--- config.mk ---
export PLATFORM = sky130hd
export DESIGN_NAME = keypad_scanner_flat
export DESIGN_NICKNAME = d
export VERILOG_FILES = /design/src/rtl/keypad_scanner_if.sv /design/src/rtl/keypad_scanner.sv /design/src/flat_wrapper.sv
export SDC_FILE = /design/constraint.sdc
export NUM_CORES = 1
export LEC_CHECK = 0
export ABC_AREA = 0
export BUFFER_PORTS_ARGS = -buffer_cell sky130_fd_sc_hd__buf_2
export CAP_MARGIN = 20
export CORE_MARGIN = 4
export CORE_UTILIZATION = 58
export CTS_BUF_LIST = sky130_fd_sc_hd__clkbuf_4
export CTS_CLUSTER_SIZE = 14
export DETAILED_ROUTE_END_ITERATION = 8
export PLACE_DENSITY_LB_ADDON = 0.25
export SKIP_CTS_REPAIR_TIMING = 1
export SYNTH_ARGS = -nofsm -noshare
export SYNTH_HDL_FRONTEND = slang
export SYNTH_SLANG_ARGS = --single-unit
--- constraint.sdc ---
create_clock -name clk -period 2.6 [get_ports clk]
set_input_delay 0.52 -clock clk [delete_from_list [all_inputs] [get_ports clk]]
set_output_delay 0.52 -clock clk [all_outputs]
set_load 0.02 [all_outputs]
--- src/rtl/keypad_scanner_if.sv ---
// Signal bundle between a 3x4 matrix keypad scanner and its host/keypad side.
// The scanner takes the slave view; the host and keypad take the master view.
interface keypad_scanner_if;
  logic       scan_en;
  logic [3:0] row_in;
  logic [2:0] col_drive;
  logic       key_valid;
  logic [3:0] key_code;
  logic       key_held;

  modport master (
    output scan_en, row_in,
    input  col_drive, key_valid, key_code, key_held
  );

  modport slave (
    input  scan_en, row_in,
    output col_drive, key_valid, key_code, key_held
  );
endinterface

--- src/rtl/keypad_scanner.sv ---
// 3-column x 4-row keypad scanner with a synchronized row input, press/release
// debouncing, and a single key_valid pulse per accepted press.
module keypad_scanner #(
  parameter int SCAN_DIV     = 1000,
  parameter int DEBOUNCE_CNT = 20000
) (
  input logic             clk,
  input logic             reset,
  keypad_scanner_if.slave kp
);

  typedef enum logic [1:0] {SCAN, DEBOUNCE, HELD, RELEASE} state_t;

  localparam logic [15:0] DWELL_LAST  = 16'(SCAN_DIV - 1);
  localparam logic [15:0] STABLE_LAST = 16'(DEBOUNCE_CNT - 1);

  state_t      state;
  logic [3:0]  sync1;
  logic [3:0]  rs;
  logic [1:0]  col_idx;
  logic [15:0] dwell_cnt;
  logic [15:0] stable_cnt;
  logic [3:0]  row_latch;
  logic        rs_one_hot;

  assign rs_one_hot = (rs != 4'b0000) && ((rs & (rs - 4'b0001)) == 4'b0000);

  function automatic logic [2:0] col_one_hot(input logic [1:0] idx);
    logic [2:0] oh;
    case (idx)
      2'd0:    oh = 3'b001;
      2'd1:    oh = 3'b010;
      default: oh = 3'b100;
    endcase
    return oh;
  endfunction

  function automatic logic [1:0] col_next(input logic [1:0] idx);
    return (idx == 2'd2) ? 2'd0 : idx + 2'd1;
  endfunction

  function automatic logic [3:0] key_map(input logic [3:0] row, input logic [1:0] col);
    logic [3:0] code;
    code = 4'h0;
    case (row)
      4'b0001: code = 4'(col) + 4'h1;
      4'b0010: code = 4'(col) + 4'h4;
      4'b0100: code = 4'(col) + 4'h7;
      4'b1000: code = (col == 2'd0) ? 4'hA : ((col == 2'd1) ? 4'h0 : 4'hB);
      default: code = 4'h0;
    endcase
    return code;
  endfunction

  always_ff @(posedge clk or negedge reset) begin
    if (!reset) begin
      sync1 <= 4'b0000;
      rs    <= 4'b0000;
    end else begin
      sync1 <= kp.row_in;
      rs    <= sync1;
    end
  end

  // Counters only advance below their terminal value, so they saturate.
  // col_drive of 000 in SCAN means the scanner was idle and must start col1 fresh.
  always_ff @(posedge clk or negedge reset) begin
    if (!reset) begin
      state        <= SCAN;
      col_idx      <= 2'd0;
      dwell_cnt    <= 16'd0;
      stable_cnt   <= 16'd0;
      row_latch    <= 4'b0000;
      kp.col_drive <= 3'b000;
      kp.key_valid <= 1'b0;
      kp.key_code  <= 4'h0;
      kp.key_held  <= 1'b0;
    end else begin
      kp.key_valid <= 1'b0;
      if (!kp.scan_en) begin
        state        <= SCAN;
        col_idx      <= 2'd0;
        dwell_cnt    <= 16'd0;
        stable_cnt   <= 16'd0;
        kp.col_drive <= 3'b000;
        kp.key_held  <= 1'b0;
      end else begin
        case (state)
          SCAN: begin
            if (kp.col_drive == 3'b000) begin
              col_idx      <= 2'd0;
              dwell_cnt    <= 16'd0;
              kp.col_drive <= 3'b001;
            end else if (dwell_cnt >= DWELL_LAST) begin
              if (rs_one_hot) begin
                row_latch  <= rs;
                stable_cnt <= 16'd0;
                state      <= DEBOUNCE;
              end else begin
                col_idx      <= col_next(col_idx);
                kp.col_drive <= col_one_hot(col_next(col_idx));
                dwell_cnt    <= 16'd0;
              end
            end else begin
              dwell_cnt <= dwell_cnt + 16'd1;
            end
          end

          DEBOUNCE: begin
            if (rs == row_latch) begin
              if (stable_cnt >= STABLE_LAST) begin
                kp.key_valid <= 1'b1;
                kp.key_code  <= key_map(row_latch, col_idx);
                kp.key_held  <= 1'b1;
                stable_cnt   <= 16'd0;
                state        <= HELD;
              end else begin
                stable_cnt <= stable_cnt + 16'd1;
              end
            end else begin
              col_idx      <= col_next(col_idx);
              kp.col_drive <= col_one_hot(col_next(col_idx));
              dwell_cnt    <= 16'd0;
              stable_cnt   <= 16'd0;
              state        <= SCAN;
            end
          end

          HELD: begin
            if (rs == 4'b0000) begin
              stable_cnt <= 16'd1;
              state      <= RELEASE;
            end
          end

          RELEASE: begin
            if (rs != 4'b0000) begin
              stable_cnt <= 16'd0;
              state      <= HELD;
            end else if (stable_cnt >= STABLE_LAST) begin
              stable_cnt   <= 16'd0;
              dwell_cnt    <= 16'd0;
              col_idx      <= 2'd0;
              kp.col_drive <= 3'b001;
              kp.key_held  <= 1'b0;
              state        <= SCAN;
            end else begin
              stable_cnt <= stable_cnt + 16'd1;
            end
          end

          default: state <= SCAN;
        endcase
      end
    end
  end

endmodule

--- src/flat_wrapper.sv ---
// flat-port wrapper written by rule: the top's interface ports become plain ports
module keypad_scanner_flat 
#(
  parameter int SCAN_DIV     = 1000,
  parameter int DEBOUNCE_CNT = 20000
)
  (clk, reset, kp_scan_en, kp_row_in, kp_col_drive, kp_key_valid, kp_key_code, kp_key_held);
  keypad_scanner_if kp_i ();
  input logic clk;
  input logic reset;
  input wire logic [$bits(kp_i.scan_en)-1:0] kp_scan_en;
  input wire logic [$bits(kp_i.row_in)-1:0] kp_row_in;
  output wire logic [$bits(kp_i.col_drive)-1:0] kp_col_drive;
  output wire logic [$bits(kp_i.key_valid)-1:0] kp_key_valid;
  output wire logic [$bits(kp_i.key_code)-1:0] kp_key_code;
  output wire logic [$bits(kp_i.key_held)-1:0] kp_key_held;
  assign kp_i.scan_en = kp_scan_en;
  assign kp_i.row_in = kp_row_in;
  assign kp_col_drive = kp_i.col_drive;
  assign kp_key_valid = kp_i.key_valid;
  assign kp_key_code = kp_i.key_code;
  assign kp_key_held = kp_i.key_held;
  keypad_scanner #(.SCAN_DIV(SCAN_DIV), .DEBOUNCE_CNT(DEBOUNCE_CNT)) u_core (.clk(clk), .reset(reset), .kp(kp_i));
endmodule
==> summary.txt <==
Outcome
  • Outcome: completed

Job
  • Number of max-cap violations: 0

Logic synthesis
  • Cells after synthesis: 334
  • Count of flip-flops with a built-in enable after synthesis: 0
  • Fraction of post-synthesis cell area in the top cell type by area: 45.31%
  • Main flop type after synthesis: dfrtp_1
  • Post-synth ARST share: 100.0%
  • Average cell area after synthesis: 9.425 um^2
  • Area fraction in compound gates after synthesis: 17.77%
  • Count leader, synth: dfrtp_1
  • Distinct cell type count after synthesis: 58
  • Flip-flop and latch count after synthesis: 57
  • Yosys warnings: 0
  • Mux cell area share after synthesis: 2.544%
  • Top cell type by total area after synthesis: dfrtp_1
  • Syn_nets: 352
  • Simple logic cell fraction of the synthesized area: 24.17%
  • Synthesized-area fraction occupied by adder cells: 4.372%
  • Most frequent cells after synthesis: 57 x dfrtp_1, 40 x nand2_1, 36 x o21ai_0, 18 x nor2_1, 12 x nand3_1
  • Portion of the post-synthesis area used by sequential elements: 45.31%
  • Largest family of logic cells by synthesized area: simple AND/OR/NAND/NOR gates
  • Synthesized cell area: 3148 um^2
  • Share of the synthesized netlist area taken by xor and xnor gates: 1.669%
  • Top post-synthesis cells by area: dfrtp_1 45%, o21ai_0 5.7%, nand2_1 4.8%

Floorplanning
  • I/O pin count: 16
  • Starting density of the core: 60.86%
  • Cell row count: 26
  • Core area: 5172 um^2
  • Die Outline Area: 6670 um^2
  • Horiz. Die Dim: 81.67 um
  • Chip Height: 81.67 um

Clocking
  • TritonCTS buffer count: 9
  • Clock tree root buffer cell: clkbuf_4
  • Maximum clock insertion buffer count: 2
  • Clock net sink count: 57
  • Htree depth: 3
  • Clock network latency to the later pin of the worst-skew pair: 0.41 ns
  • Clock edge transition at the registers on the reported setup and hold paths: 0.11 ns
  • TritonCTS clock tree: built

GRT
  • Initial antenna violation count: 0
  • Congestion Overflow GR: 0
  • Global router's overall resource usage: 21.12%
  • First-pass GRT wire length: 10770 um
  • Vias in the first global route: 2376
  • Largest net degree at the start of global routing: 32

Critical path
  • CP peak stage delay: 0.64 ns
  • Buffers & Inverters on Critical Path: 0
  • Launching element type of the critical path: flop
  • Highest net fanout along the worst path: 21
  • Kind of critical path: reg -> reg
  • Data required time at the worst endpoint: 2.92 ns
  • Arrival time of the worst setup path: 2.74 ns
  • Top cell family by delay on the critical path: simple AND/OR/NAND/NOR gates
  • Count of cell instances traversed by the critical path: 6
  • Series of cell instances along the critical path: or4_1, nor3_2, and2_1, o311a_1, nor2_1, a22o_1
  • Worst reg-to-reg path cell count: 6
  • Kind of end point of the critical path: flop
  • Standard cell with the maximum stage delay on the critical path: o311a_1

STA
  • Max-slew headroom: 53.72%
  • Number of hold-slack violations in the final timing report: 0
  • Upper clock frequency limit: 0.4126 GHz
  • Fin Clk Skew: 0.01159 ns
  • Final setup violation count: 0
  • Post-layout minimum cycle time: 2.424 ns
  • Slew at the pin closest to its max-slew limit: 0.6942 ns
  • RSZ-0062 raised after global routing: no
  • Share of the clock period used by the worst path after layout: 93.21%
  • Count of final max-slew check failures: 0
  • Final TNS setup: 0 ns

Placed design
  • Instance area after placement: 3327 um^2
  • HPWL after DPL: 4610 um
  • Routability-driven placement congestion ratio: 0.8403
  • Port Buf Inserts: 15

Drt
  • First DRT Iteration DRCs: 118
  • Remaining antenna violation count: 0
  • Average routed wire per standard cell: 14.77 um
  • DRC Markers: 0
  • Vias per Instance: 5.886
  • DR vias: 2537
  • Routed wire length: 6365 um
  • First-pass iteration count of the detailed router: 4

Final layout
  • Multi-input combinational cell area: 1590 um^2
  • Syn-to-layout area delta: 9.618%
  • Fraction of layout cells with a size suffix above 1: 16.90%
  • Area taken by flip-flops and latches: 1426 um^2
  • Area of all placed cells without fillers: 3451 um^2
  • Antenna diode count: 0
  • Nets: 374
  • Fillers: 427
  • Post-layout utilization of the core: 66.72%

Hold path
  • Hold WC Path Type: in -> async

Pwr
  • Total power divided by cell area: 582.8 nW/um^2
  • Power consumption: 0.002011 W
  • Total leakage power: 1.574 nW
  • Max IR drop VDD: 0.3415 mV
[layer usage]
metal	track usage (%)	vias up	wire (um)
li1	-	1253	-
met5	0	-	0
met3	4.715	13	263
met1	27.29	1218	3007
met4	10.63	0	113
met2	33.39	53	2981
[path summary, 6_finish.rpt]
path	startpoint	endpoint	slack, ns
setup / recovery	u_core.dwell_cnt[10]$_DFFE_PN0P_	u_core.state[1]$_DFFE_PN0P_	0.18
hold / removal	reset	u_core.state[1]$_DFFE_PN0P_	0.12
setup reg to reg	u_core.dwell_cnt[10]$_DFFE_PN0P_	u_core.state[1]$_DFFE_PN0P_	0.18
hold reg to reg	u_core.sync1[1]$_DFF_PN0_	u_core.rs[1]$_DFF_PN0_	0.36
max in group asynchronous	reset	u_core.sync1[0]$_DFF_PN0_	1.89
min in group clk	kp_row_in[3]	u_core.sync1[3]$_DFF_PN0_	0.21
[cells in the final DEF, fill, tap and decap left out, drive strengths merged, types with 2 or more instances in the layout]
| cell type | count |
|---|---|
| inv | 9 |
| o22a | 4 |
| clkinv | 2 |
| a221oi | 2 |
| or2 | 3 |
| nor4b | 3 |
| ha | 11 |
| dfrtp | 57 |
| mux2i | 2 |
| xor2 | 5 |
| mux2 | 5 |
| buf | 29 |
| o41ai | 2 |
| or3 | 2 |
| nor2b | 9 |
| a22o | 2 |
| o31ai | 8 |
| nor2 | 18 |
| nor3 | 7 |
| nand2b | 7 |
| nand4 | 5 |
| clkinvlp | 4 |
| nand3 | 12 |
| clkbuf | 9 |
| nor4 | 13 |
| nand2 | 41 |
| o21ai | 48 |
| a21oi | 8 |
| a31oi | 3 |
| and2 | 4 |
| and3 | 11 |
| a21boi | 2 |
[cell type report]
type,count,share of cell area (%)
multi-input combinational,251,46.08
timing repair buffer,29,5.584
clock inverter,7,1.632
tap,70,2.538
inverter,8,0.8702
sequential,57,41.33
clock buffer,9,1.958
[report_power, final]
part	internal, W	switching [W]
registers	0.000933	0.0000518
clock network	0.000201	0.000364
logic	0.000182	0.000280
total	0.00132	0.000696
[registers in the layout, summed over array words and instances, names as in the netlist]
signal               count
u_core.col_idx           2
u_core.dwell_cnt        16
u_core.kp.col_drive      3
u_core.kp.key_code       4
u_core.kp.key_held       1
u_core.kp.key_valid      1
u_core.row_latch         4
u_core.rs                4
u_core.stable_cnt       16
u_core.state             2
u_core.sync1             4
[cells by family after synthesis]
group	after synthesis
xor gates and xnor gates	6
muxes	7
adders and majority gates	11
DFF	57
and+or+nand+nor	138
buffers and inverters	26
AOI/OAI and AO/OA	89
[through the flow]
stage | setup slack (ns) | cells | hold slack (ns)
final | 0.1765 | 431 | 0.1247
after global routing | 0.03333 | 431 | 0.1446
after CTS | 0.1865 | 431 | 0.1173
after floorplan | 0.4855 | 334 | 0.2244
after detailed placement | 0.2093 | 415 | 0.3362
after global placement | 0.2473 | 415 | 0.3317
(Power assumes the default switching activity.)
